==> config.mk <==
export PLATFORM = sky130hd
export DESIGN_NAME = mem_access_unit_flat
export DESIGN_NICKNAME = d
export VERILOG_FILES = /design/src/rtl/mau_pkg.sv /design/src/rtl/mau_if.sv /design/src/rtl/mau_lane_align.sv /design/src/rtl/mem_access_unit.sv /design/src/flat_wrapper.sv
export SDC_FILE = /design/constraint.sdc
export NUM_CORES = 1
export LEC_CHECK = 0
export ABC_AREA = 1
export BUFFER_PORTS_ARGS = -buffer_cell sky130_fd_sc_hd__buf_2
export CORE_UTILIZATION = 52
export CTS_CLUSTER_DIAMETER = 40
export CTS_CLUSTER_SIZE = 28
export DETAILED_ROUTE_END_ITERATION = 10
export PLACE_DENSITY = 0.85
export SLEW_MARGIN = 20
export SYNTH_ARGS = -nofsm -noshare
export SYNTH_HDL_FRONTEND = slang
export SYNTH_SLANG_ARGS = --single-unit
export TNS_END_PERCENT = 5
==> constraint.sdc <==
create_clock -name CLK -period 3.9 [get_ports CLK]
set_clock_uncertainty 0.15 [all_clocks]
set_input_delay 0.195 -clock CLK [delete_from_list [all_inputs] [get_ports CLK]]
set_output_delay 0.195 -clock CLK [all_outputs]
set_load 0.005 [all_outputs]
==> src/rtl/mau_pkg.sv <==
// rtl/mau_pkg.sv - size encodings, FSM states and byte-enable constants for mem_access_unit
package mau_pkg;

   localparam logic [1:0] SZ_BYTE = 2'b00;
   localparam logic [1:0] SZ_HALF = 2'b01;
   localparam logic [1:0] SZ_WORD = 2'b10;

   typedef enum logic [1:0] {
      IDLE   = 2'd0,
      ACCESS = 2'd1,
      DONE   = 2'd2
   } mau_state_e;

   localparam logic [3:0] BE_NONE = 4'b0000;
   localparam logic [3:0] BE_B0   = 4'b0001;
   localparam logic [3:0] BE_B1   = 4'b0010;
   localparam logic [3:0] BE_B2   = 4'b0100;
   localparam logic [3:0] BE_B3   = 4'b1000;
   localparam logic [3:0] BE_LO   = 4'b0011;
   localparam logic [3:0] BE_HI   = 4'b1100;
   localparam logic [3:0] BE_ALL  = 4'b1111;

   // Half needs addr[0]=0, word (and the 11 encoding) needs addr[1:0]=0
   function automatic logic misaligned(input logic [1:0] sz, input logic [1:0] lo);
      logic m;
      case (sz)
         SZ_BYTE: m = 1'b0;
         SZ_HALF: m = lo[0];
         default: m = (lo != 2'b00);
      endcase
      return m;
   endfunction

endpackage

==> src/rtl/mau_if.sv <==
// rtl/mau_if.sv - req/ack data-memory bus between mem_access_unit and memory
interface mau_if;
   logic        memReq;
   logic        memWE;
   logic [31:0] memAddr;
   logic [31:0] memWData;
   logic [3:0]  memBE;
   logic        memAck;
   logic [31:0] memRData;

   modport master (
      output memReq, memWE, memAddr, memWData, memBE,
      input  memAck, memRData
   );

   modport slave (
      input  memReq, memWE, memAddr, memWData, memBE,
      output memAck, memRData
   );
endinterface

==> src/rtl/mau_lane_align.sv <==
// rtl/mau_lane_align.sv - little-endian lane steering for stores and load extraction/extension
module mau_lane_align
   import mau_pkg::*;
(
   input  logic [1:0]  size_i,
   input  logic [1:0]  offset_i,
   input  logic        unsigned_i,
   input  logic [31:0] store_data_i,
   input  logic [31:0] rdata_i,
   output logic [31:0] wdata_o,
   output logic [3:0]  be_o,
   output logic [31:0] load_data_o
);

   logic [7:0]  byte_sel;
   logic [15:0] half_sel;

   // Write data is replicated so the selected lane always carries it; BE picks the lane
   always_comb begin
      wdata_o     = store_data_i;
      be_o        = BE_ALL;
      load_data_o = rdata_i;
      byte_sel    = rdata_i[7:0];
      half_sel    = rdata_i[15:0];
      case (size_i)
         SZ_BYTE: begin
            wdata_o = {4{store_data_i[7:0]}};
            case (offset_i)
               2'd0: begin be_o = BE_B0; byte_sel = rdata_i[7:0];   end
               2'd1: begin be_o = BE_B1; byte_sel = rdata_i[15:8];  end
               2'd2: begin be_o = BE_B2; byte_sel = rdata_i[23:16]; end
               default: begin be_o = BE_B3; byte_sel = rdata_i[31:24]; end
            endcase
            load_data_o = {{24{~unsigned_i & byte_sel[7]}}, byte_sel};
         end
         SZ_HALF: begin
            wdata_o = {2{store_data_i[15:0]}};
            if (offset_i[1]) begin
               be_o     = BE_HI;
               half_sel = rdata_i[31:16];
            end else begin
               be_o     = BE_LO;
               half_sel = rdata_i[15:0];
            end
            load_data_o = {{16{~unsigned_i & half_sel[15]}}, half_sel};
         end
         default: begin
            wdata_o     = store_data_i;
            be_o        = BE_ALL;
            load_data_o = rdata_i;
         end
      endcase
   end

endmodule

==> src/rtl/mem_access_unit.sv <==
// rtl/mem_access_unit.sv - sequenced load/store port; optional MAU_MISALIGN_TRAP_EN adds misalign trap
module mem_access_unit
   import mau_pkg::*;
(
   input  logic        CLK,
   input  logic        RST,
   input  logic        start,
   input  logic        mRD,
   input  logic        mWR,
   input  logic [1:0]  size,
   input  logic        unsignedLoad,
   input  logic [31:0] addr,
   input  logic [31:0] storeData,
   output logic        busy,
   output logic        done,
   output logic [31:0] DataOut,
   mau_if.master       bus
`ifdef MAU_MISALIGN_TRAP_EN
   ,
   output logic        misalign
`endif
);

   mau_state_e  state_q, state_d;
   logic [1:0]  size_q, size_d;
   logic [1:0]  off_q, off_d;
   logic        uns_q, uns_d;
   logic        req_q, req_d;
   logic        we_q, we_d;
   logic [31:0] maddr_q, maddr_d;
   logic [31:0] wdata_q, wdata_d;
   logic [3:0]  be_q, be_d;
   logic [31:0] dout_q, dout_d;
`ifdef MAU_MISALIGN_TRAP_EN
   logic        mis_q, mis_d;
`endif

   logic [1:0]  lane_size;
   logic [1:0]  lane_off;
   logic        lane_uns;
   logic [31:0] lane_wdata;
   logic [3:0]  lane_be;
   logic [31:0] lane_load;

   // One aligner serves both directions: live inputs while accepting, latched ones during the access
   assign lane_size = (state_q == IDLE) ? size         : size_q;
   assign lane_off  = (state_q == IDLE) ? addr[1:0]    : off_q;
   assign lane_uns  = (state_q == IDLE) ? unsignedLoad : uns_q;

   mau_lane_align u_align (
      .size_i       (lane_size),
      .offset_i     (lane_off),
      .unsigned_i   (lane_uns),
      .store_data_i (storeData),
      .rdata_i      (bus.memRData),
      .wdata_o      (lane_wdata),
      .be_o         (lane_be),
      .load_data_o  (lane_load)
   );

   // Next state and next register values; everything holds unless a transition updates it
   always_comb begin
      state_d = state_q;
      size_d  = size_q;
      off_d   = off_q;
      uns_d   = uns_q;
      req_d   = req_q;
      we_d    = we_q;
      maddr_d = maddr_q;
      wdata_d = wdata_q;
      be_d    = be_q;
      dout_d  = dout_q;
`ifdef MAU_MISALIGN_TRAP_EN
      mis_d   = 1'b0;
`endif
      case (state_q)
         IDLE: begin
            if (start) begin
               if (mRD | mWR) begin
`ifdef MAU_MISALIGN_TRAP_EN
                  if (misaligned(size, addr[1:0])) begin
                     state_d = DONE;
                     mis_d   = 1'b1;
                  end else begin
`else
                  begin
`endif
                     state_d = ACCESS;
                     size_d  = size;
                     off_d   = addr[1:0];
                     uns_d   = unsignedLoad;
                     req_d   = 1'b1;
                     we_d    = mWR;
                     maddr_d = {addr[31:2], 2'b00};
                     wdata_d = lane_wdata;
                     be_d    = lane_be;
                  end
               end else begin
                  state_d = DONE;
               end
            end
         end
         ACCESS: begin
            if (bus.memAck) begin
               state_d = DONE;
               req_d   = 1'b0;
               we_d    = 1'b0;
               if (!we_q) begin
                  dout_d = lane_load;
               end
            end
         end
         DONE: begin
            state_d = IDLE;
         end
         default: begin
            state_d = IDLE;
         end
      endcase
   end

   // State register
   always_ff @(posedge CLK) begin
      if (RST) begin
         state_q <= IDLE;
      end else begin
         state_q <= state_d;
      end
   end

   // Latched access attributes, registered bus outputs and load result
   always_ff @(posedge CLK) begin
      if (RST) begin
         size_q  <= SZ_BYTE;
         off_q   <= 2'b00;
         uns_q   <= 1'b0;
         req_q   <= 1'b0;
         we_q    <= 1'b0;
         maddr_q <= 32'h0;
         wdata_q <= 32'h0;
         be_q    <= BE_NONE;
         dout_q  <= 32'h0;
      end else begin
         size_q  <= size_d;
         off_q   <= off_d;
         uns_q   <= uns_d;
         req_q   <= req_d;
         we_q    <= we_d;
         maddr_q <= maddr_d;
         wdata_q <= wdata_d;
         be_q    <= be_d;
         dout_q  <= dout_d;
      end
   end

`ifdef MAU_MISALIGN_TRAP_EN
   // Misalign flag lives for the single DONE cycle of a trapped access
   always_ff @(posedge CLK) begin
      if (RST) begin
         mis_q <= 1'b0;
      end else begin
         mis_q <= mis_d;
      end
   end

   assign misalign = mis_q;
`endif

   assign busy         = (state_q != IDLE);
   assign done         = (state_q == DONE);
   assign DataOut      = dout_q;
   assign bus.memReq   = req_q;
   assign bus.memWE    = we_q;
   assign bus.memAddr  = maddr_q;
   assign bus.memWData = wdata_q;
   assign bus.memBE    = be_q;

endmodule

==> src/flat_wrapper.sv <==
// flat-port wrapper written by rule: the top's interface ports become plain ports
module mem_access_unit_flat import mau_pkg::*;
  (CLK, RST, start, mRD, mWR, size, unsignedLoad, addr, storeData, busy, done, DataOut, bus_memReq, bus_memWE, bus_memAddr, bus_memWData, bus_memBE, bus_memAck, bus_memRData);
  mau_if bus_i ();
  input  logic CLK;
  input  logic RST;
  input  logic start;
  input  logic mRD;
  input  logic mWR;
  input  logic [1:0] size;
  input  logic unsignedLoad;
  input  logic [31:0] addr;
  input  logic [31:0] storeData;
  output logic busy;
  output logic done;
  output logic [31:0] DataOut;
  output wire logic [$bits(bus_i.memReq)-1:0] bus_memReq;
  output wire logic [$bits(bus_i.memWE)-1:0] bus_memWE;
  output wire logic [$bits(bus_i.memAddr)-1:0] bus_memAddr;
  output wire logic [$bits(bus_i.memWData)-1:0] bus_memWData;
  output wire logic [$bits(bus_i.memBE)-1:0] bus_memBE;
  input wire logic [$bits(bus_i.memAck)-1:0] bus_memAck;
  input wire logic [$bits(bus_i.memRData)-1:0] bus_memRData;
  assign bus_memReq = bus_i.memReq;
  assign bus_memWE = bus_i.memWE;
  assign bus_memAddr = bus_i.memAddr;
  assign bus_memWData = bus_i.memWData;
  assign bus_memBE = bus_i.memBE;
  assign bus_i.memAck = bus_memAck;
  assign bus_i.memRData = bus_memRData;
  mem_access_unit u_core (.CLK(CLK), .RST(RST), .start(start), .mRD(mRD), .mWR(mWR), .size(size), .unsignedLoad(unsignedLoad), .addr(addr), .storeData(storeData), .busy(busy), .done(done), .DataOut(DataOut), .bus(bus_i));
endmodule
Yosys cells after proc, flatten, opt, wreduce, memory -nomap -nowiden

Cells that the tools add are included.
W data, S select, Z words.

Eq/ne operators: 8
Mux-type cells: 23
Bitwise gates (word level): 5
Reduce and logical (&&, ||, !) cells: 9

Operators by type and width:

| cell                 | count |
|---|---|
| $pmux W32 S2         | 2 |
| $mux W16             | 2 |
| $pmux W8 S3          | 1 |
| $pmux W4 S3          | 1 |
| $mux W2              | 5 |
| $mux W8              | 1 |
| $pmux W4 S2          | 1 |
| $eq A2 B1 Y1 const B | 3 |
| $logic_not A2 Y1     | 3 |
| $mux W1              | 6 |
| $ne A2 B2 Y1 const B | 3 |
| $reduce_and A3 Y1    | 2 |
| $eq A2 B2 Y1 const B | 2 |
| $mux W4              | 1 |
| $pmux W1 S2          | 2 |
| $pmux W2 S2          | 1 |
| $reduce_and A4 Y1    | 1 |
| $reduce_bool A2 Y1   | 2 |
| $and A1 B1 Y1        | 2 |
| $not A1 Y1           | 2 |
| $reduce_and A2 Y1    | 1 |
| $or A1 B1 Y1         | 1 |

Register bits after elaboration: 107
Input bits: 105
Output and inout bits: 104
Logic and storage cells: 55

Logic depth before layout (Yosys ltp)

Gate-level depths: netlist of the first run.

Word-level depth: 7
Mapped depth: 13
Gate-level depth less buffers: 12

By module

Synthesis of the first run repeated with hierarchy kept, for this count alone.

Cells, all modules: 770
Area total of the unflattened synthesis: 5,247.5 um2

Modules (own cells, without submodules):

| module          | times used | cells each | area an instance (um2) | seq. area each (um2) |
|---|---|---|---|---|
| mem_access_unit | 1          | 512        | 4,097.7                | 2,142.1 |
| mau_lane_align  | 1          | 258        | 1,149.9                | 0.0 |

Worst setup path before layout of the first run

Ideal clock, no wire load.

Path kind: register to register
Start: reg u_core.state_q[1]
End: reg u_core.dout_q[24] (netlist: u_core.DataOut[24])
Library setup time: 112 ps
Data arrival time: 1,491 ps
Data required time: 3,638 ps
Path slack: 2,147 ps
Stages on the path, launching flop included: 14
Path buffers: 2
Clock period less this slack: 1,753 ps
Path through: dfxtp_1 inv_2 nand2_2 buf_12 nand2_2 nand2_4 nand2_4 nand2_4 nand2_4 nand3_4 nand2_4 buf_12 o21ai_2 inv_1

Word-level cells in the longest chain between the ends: 7
Elaborated cells on any way between the ends: 19
Those cells by class: 4 x eq/ne; 8 x mux; 3 x bitwise; 4 x reduce/logical

RTL lines:

| element                                    | RTL line                                                            | source |
|---|---|---|
| start, declared                            | mem_access_unit.sv:24                                               | `mau_state_e state_q, state_d;` |
| start signal, assigned                     | mem_access_unit.sv:127                                              | `state_q <= state_d;` |
| $logic_not A2 Y1                           | mem_access_unit.sv:46, mem_access_unit.sv:47, mem_access_unit.sv:48 |  |
| $mux W2                                    | mem_access_unit.sv:47                                               | `assign lane_off = (state_q == IDLE) ? addr[1:0] : off_q;` |
| $eq A2 B2 Y1, or another cell as far along | mau_lane_align.sv:28                                                | `case (offset_i)` |
| $pmux W8 S3                                | mau_lane_align.sv:28                                                |  |
| $mux W8                                    | mau_lane_align.sv:25                                                | `case (size_i)` |
| $and A1 B1 Y1                              | mau_lane_align.sv:34                                                | `load_data_o = {{24{~unsigned_i & byte_sel[7]}}, byte_sel};` |
| $pmux W32 S2                               | mau_lane_align.sv:25                                                |  |
| end signal, assigned                       | mem_access_unit.sv:152                                              | `dout_q <= dout_d;` |
| end, declared                              | mem_access_unit.sv:33                                               | `logic [31:0] dout_q, dout_d;` |

Parallel ways exist; a longest one is shown, timed or not. The select of a mux whose other input is x is not followed.
A chain may end at the register's enable or synchronous reset.

Worst setup path after layout of the first run

Start: reg u_core.state_q[0]
End: reg u_core.dout_q[7] (netlist: u_core.DataOut[7])

Word-level cells in the longest chain between the ends: 6
Elaborated cells on any way between the ends: 15
Those cells by class: 4 x eq/ne; 7 x mux; 4 x reduce/logical

RTL lines:

| element                                    | RTL line |
|---|---|
| $logic_not A2 Y1                           | mem_access_unit.sv:46, mem_access_unit.sv:47 |
| $mux W2                                    | mem_access_unit.sv:47 |
| $eq A2 B2 Y1, or another cell as far along | mau_lane_align.sv:28 |
| $pmux W8 S3                                | mau_lane_align.sv:28 |
| $mux W8                                    | mau_lane_align.sv:25 |
| $pmux W32 S2                               | mau_lane_align.sv:25 |

Parallel ways exist; a longest one is shown, timed or not. The select of a mux whose other input is x is not followed.

==> results of run 1 <==
[cell usage in the layout, fill, tap and decap left out]
cell           netlist  layout
nand2_1            117     117
o21ai_2             11      11
nor2_2               3       2
o21ai_0            117     117
a22oi_1              1       1
clkinvlp_4           0       1
clkinv_2             1       1
conb_1               1       2
nand3_1             14      14
nor3_4               1       1
inv_2                4       4
buf_4                2       6
o22ai_1              1       1
a31oi_1              1       1
nand3_4              2       2
nand2_2             11      11
o211ai_1             9       9
nand4_1              8       8
dlygate4sd3_1        0      60
o21ai_1              2       2
nand2_4              9       9
a21boi_1             1       1
o21bai_1            14      14
clkbuf_8             0       9
buf_2                8     206
inv_1               96      96
nor3_1               1       1
clkinv_4             0       2
a21oi_1             22      22
nor2_4               2       3
dfxtp_1            107     107
inv_8                0       1
nor2_1             138     138
bufinv_16            0       1
inv_6                0       2
[routing by layer]
metal | GRT usage, % | vias up | share of wire (%)
met4 | 17.73 | 0 | 4.5
met5 | 0 | - | 0
met2 | 55.16 | 300 | 49
li1 | - | 2791 | -
met1 | 37.84 | 2593 | 38
met3 | 8.252 | 70 | 7.9
[sequential cells by signal (all words and copies together) (netlist names)]
register,count
u_core.state_q,2
u_core.bus.memBE,4
u_core.size_q,2
u_core.uns_q,1
u_core.bus.memReq,1
u_core.off_q,2
u_core.bus.memWData,32
u_core.bus.memWE,1
u_core.bus.memAddr,30
u_core.DataOut,32
[path summary, 6_finish.rpt]
| kind | to | startpoint | cells after the start |
|---|---|---|---|
| worst max-delay path | u_core.DataOut[7] | u_core.state_q[0] | 8 |
| worst min register to register | u_core.uns_q | u_core.uns_q | 2 |
| worst max register to register | u_core.DataOut[7] | u_core.state_q[0] | 8 |
| worst min-delay path | u_core.bus.memWData[22] | storeData[22] | 5 |
[layout make-up]
type	instances	area [um^2]
Clock inverter	7	83.83
Timing Repair Buffer	272	1677
Tap cell	129	161.4
Sequential cell	107	2142
Fill cell	749	2444
Inverter	101	380.4
Clock buffer	9	123.9
Multi-Input combinational cell	487	2360
[worst max-delay path, delay by kind of cell, from the launching register on]
family / cells / cell delay (ns)
AO/OA/AOI/OAI: 2 / 0.27
buffers and inverters: 3 / 0.98
flip-flops: 1 / 0.45
AND/OR/NAND/NOR: 3 / 0.96
[stage by stage]
| stage | std cells | worst slack, ns | util, % | power (mW) | instance area [um^2] |
|---|---|---|---|---|---|
| after floorplan | 737 | 2.147 | - | 1.626 | 5085 |
| after global placement | 1036 | 1.565 | 65.30 | 1.831 | 6120 |
| after detailed placement | 1036 | 1.499 | 65.30 | 1.841 | 6120 |
| after CTS | 1112 | 1.048 | 73.93 | 2.597 | 6928 |
| after global routing | 1112 | 0.7929 | 73.93 | 2.740 | 6928 |
| final | 1112 | 0.9953 | 73.93 | 2.613 | 6928 |
[power groups by stage]
| stage | Sequential, mW | Clock, mW | Combinational, mW |
|---|---|---|---|
| after floorplan | 1.26 | 0 | 0.365 |
| after global placement | 1.25 | 0 | 0.577 |
| after detailed placement | 1.25 | 0 | 0.587 |
| after CTS | 1.23 | 0.730 | 0.636 |
| after global routing | 1.25 | 0.769 | 0.726 |
| final | 1.24 | 0.722 | 0.655 |
[cell families after synthesis]
group,share of synthesized area [%]
AOI/OAI and AO/OA,19.72
DFF,42.16
buffers and inverters,11.57
other,0.07380
and+or+nand+nor,26.47
==> flow_summary.ini, run 1 <==
[grt]
global_route_wire_length_before_repair_um = 25900
first_global_vias = 5502
pin_count_of_the_biggest_net_entering_global_routing = 90
grt_remaining_overflow = 0
grt_antenna_before_repair = 0
grt_usage_pct = 32.60

[timing]
tns_ns = 0
time_the_final_worst_path_needs_with_i_o_delays_and_setup_ns = 2.905
least_margin_pin_slew_ns = 0.9801
worst_slew_margin_rel_pct = 34.59
worst_hold_slack_ns = 0.01409
max_freq_ghz = 0.3443
min_period_over_period_pct = 74.48
rsz0062_at_grt = false
finalHoldViolations = 0
final_max_slew_viol_count = 0
setup_viol_count_final = 0

[logic_synthesis]
postSynthAreaPerCell_um2 = 6.904
synth_area_leader_cell = dfxtp_1
synth_edf_count = 0
ys.warnings.count = 0
yosysUniqueCellTypes = 30
mappedNetlistArea_um2 = 5081
synth.top_cells.by_count = 138 x nor2_1, 117 x nand2_1, 117 x o21ai_0, 107 x dfxtp_1, 96 x inv_1
main_synth_ff_type = dfxtp_1
synth_seq_cells = 107
share_of_the_yosys_chip_area_belonging_to_registers_pct = 42.16
synth_top_cells_by_area = dfxtp_1 42%, o21ai_0 12%, nor2_1 10%
synthDominantCellAreaShare_pct = 42.16
synthMostInstantiatedCell = nor2_1
netlist_instances = 736
synth-async-reset-ratio_pct = 0

[setup_path]
timing.critical_path.cells = inv_2, nor2_1, nand2_1, nor2_4, buf_4, a21boi_1, a21oi_1, dlygate4sd3_1
critPathCaptureType = flop
critPathMaxStageDelay_ns = 0.67
crit_path_max_fanout = 46
r2r_slack_ns = 1.0
timing.critical_path.required_ns = 4.01
sort_of_element_at_the_start_of_the_critical_path = flop
cp_data_arrival_time_ns = 3.02
timing_worst_setup_path_type = flop to flop
critical-path-slowest-cell = nor2_4

[pwr]
ir_drop_mv = 0.2386
p_sw_share_pct = 32.87
seqPwrFrac_pct = 47.3
internal_power_mw = 1.754
total_power_per_unit_cell_area_nw_per_um2 = 377.2
share_comb_of_total_power_pct = 25.1
p_switching_mw = 0.8591
share_clk_of_total_power_pct = 27.6
power.static_leakage_nw = 3.744

[cts]
cts.sinks = 107
ctsHoldBuffers = 60
htreeDepth = 3
clkTransAtPathRegs_ns = 0.11
max-clock-path-buffers = 2
clock_insertion_delay_worst_skew_ns = 0.36
cts-buffers-inserted = 9
postCtsSetupBuffers = 0
tritoncts = yes
cts_resized = 0
ctsRootBufferMaster = clkbuf_8

[die]
fp-row-count = 35
die-width_um = 100.9
io-pin-count = 209
starting_density_pct = 54.22
dieArea_um2 = 10170
core_region_area_um2 = 9371
chipHeight_um = 100.9

[finish]
drive_above_1_share_pct = 27.67
layout-area-overhead-vs-synth_pct = 36.35
antenna_diodes = 0
final_nets = 1083

[route]
route.antenna.remaining_nets = 0
drt-wirelength-per-cell_um = 14.87
drc_errors = 0
vias = 5754
drtPass1Iterations = 5
drt-initial-drc-count = 322
drt-vias-per-instance = 5.174
postRouteWirelength_um = 16540

[hold_path]
hold_path.class = primary input to flop

[place]
place.gp.congestion = 0.8834
dp_hpwl_um = 10310
port-buffer-count = 206

[outcome]
status = finished, final reports clean

[job]
maxCapViolCount = 0
Power figures use the tool's default switching activity.
==> run 2: changes to the inputs <==
CORE_UTILIZATION = 48   (was 52)
PLACE_DENSITY = 0.8   (was 0.85)
clock period = 2.7 ns   (was 3.9 ns; I/O delays follow)
==> flow_summary.ini, run 2 (synthesis results as in run 1) <==
[finish]
most-common-layout-cells = 206 x buf_2, 138 x nor2_1, 117 x nand2_1, 117 x o21ai_0, 107 x dfxtp_1
postLayoutCoreUtil_pct = 70.33
finalNonFillerCells = 1147
antenna_diodes = 0
drive_above_1_share_pct = 27.20
postLayoutCellArea_um2 = 7228
final_nets = 1111
layout-area-overhead-vs-synth_pct = 42.26
most_common_cell_after_layout_fill_and_taps_aside = buf_2

[pwr]
seqPwrFrac_pct = 47.6
p_sw_share_pct = 34.02
share_clk_of_total_power_pct = 25.5
total_power_per_unit_cell_area_nw_per_um2 = 519.3
internal_power_mw = 2.476
power.static_leakage_nw = 3.850
share_comb_of_total_power_pct = 27.0
p_switching_mw = 1.277
ir_drop_mv = 0.3017
p_total_mw = 3.754

[timing]
rsz0062_at_grt = false
tns_ns = 0
setup_viol_count_final = 0
worst_slew_margin_rel_pct = 58.13
final_max_slew_viol_count = 0
time_the_final_worst_path_needs_with_i_o_delays_and_setup_ns = 2.504
max_freq_ghz = 0.3994
min_period_over_period_pct = 92.73
least_margin_pin_slew_ns = 0.6280
worst_hold_slack_ns = 0.01425
finalWorstSetupSlack_ns = 0.1962
finalHoldViolations = 0

[cts]
clock_insertion_delay_worst_skew_ns = 0.37
ctsRootBufferMaster = clkbuf_8
clkTransAtPathRegs_ns = 0.11
tritoncts = yes
cts-buffers-inserted = 9
max-clock-path-buffers = 2
htreeDepth = 3
postCtsSetupBuffers = 0
cts.sinks = 107

[place]
dp_hpwl_um = 10600
placedInstanceArea_um2 = 6176
place.gp.congestion = 0.8748
placedCellCount = 1046
port-buffer-count = 206
post-place-ws_ns = 0.5689

[die]
die-width_um = 104.9
starting_density_pct = 49.44
core_region_area_um2 = 10280
fp-row-count = 37
chipHeight_um = 104.9
dieArea_um2 = 11000
io-pin-count = 209

[setup_path]
crit_path_max_fanout = 26
sort_of_element_at_the_start_of_the_critical_path = flop
timing.critical_path.required_ns = 2.81
timing_worst_setup_path_type = flop to flop
r2r_slack_ns = 0.20
cp_data_arrival_time_ns = 2.62
critPathCaptureType = flop

[grt]
global_route_wire_length_before_repair_um = 28010
grt_antenna_before_repair = 0
pin_count_of_the_biggest_net_entering_global_routing = 68
grt_usage_pct = 32.17
first_global_vias = 5713
grt_remaining_overflow = 0

[route]
drt-vias-per-instance = 5.153
drt-wirelength-per-cell_um = 15.31
drt-initial-drc-count = 403
route.antenna.remaining_nets = 0
postRouteWirelength_um = 17560
drc_errors = 0
vias = 5910
drtPass1Iterations = 5

[hold_path]
hold_path.class = primary input to flop

[job]
maxCapViolCount = 0

[outcome]
status = finished, final reports clean
## run 2: metal layers
metal  wire (um)  GRT usage, %  part of all wire, %
met5           0             0                    0
met4         686         15.69                  3.9
met3        1466         6.675                  8.3
met2        8559         55.39                   49
met1        6850         37.98                   39
## run 2: critical path, cell delays in order, from the launching register on
cell and delay [ns]:
dfxtp_1 0.37, inv_2 0.10, nand2_4 0.12, nand2_2 0.13, nand2_8 0.14, nand2_4 0.16, clkinv_2 0.12, nand2_1 0.10
nand2_2 0.11, a21boi_1 0.21, a21oi_1 0.10, dlygate4sd3_1 0.56
## run 2: cell type report
cell class                      instances  area, um^2
Fill cell                             819        3049
Multi-Input combinational cell        487        2379
Sequential cell                       107        2142
Timing Repair Buffer                  300        1974
Inverter                              101       380.4
Tap cell                              136       170.2
Clock buffer                            9       123.9
Clock inverter                          7       58.81
## run 2: path summary, 6_finish.rpt
path / end / cells past startpoint / from
max: u_core.DataOut[7] / 11 / u_core.state_q[1]
max reg2reg: u_core.DataOut[7] / 11 / u_core.state_q[1]
min reg2reg: u_core.uns_q / 2 / u_core.uns_q
min: u_core.bus.memWData[8] / 5 / storeData[8]
## run 2: power groups by stage
stage | sequential [mW] | clock, mW | combinational (mW)
finish | 1.79 | 0.955 | 1.01
CTS | 1.78 | 0.962 | 0.965
global route | 1.80 | 1.03 | 1.11
detailed placement | 1.81 | 0 | 0.866
floorplan | 1.82 | 0 | 0.527
global placement | 1.81 | 0 | 0.855
## run 2: repair_timing
item / CTS / global route
hold endpoints to repair: 77 / 0
hold buffers: 85 / 0
resized for setup: 0 / 3
setup endpoints to repair: 0 / 8
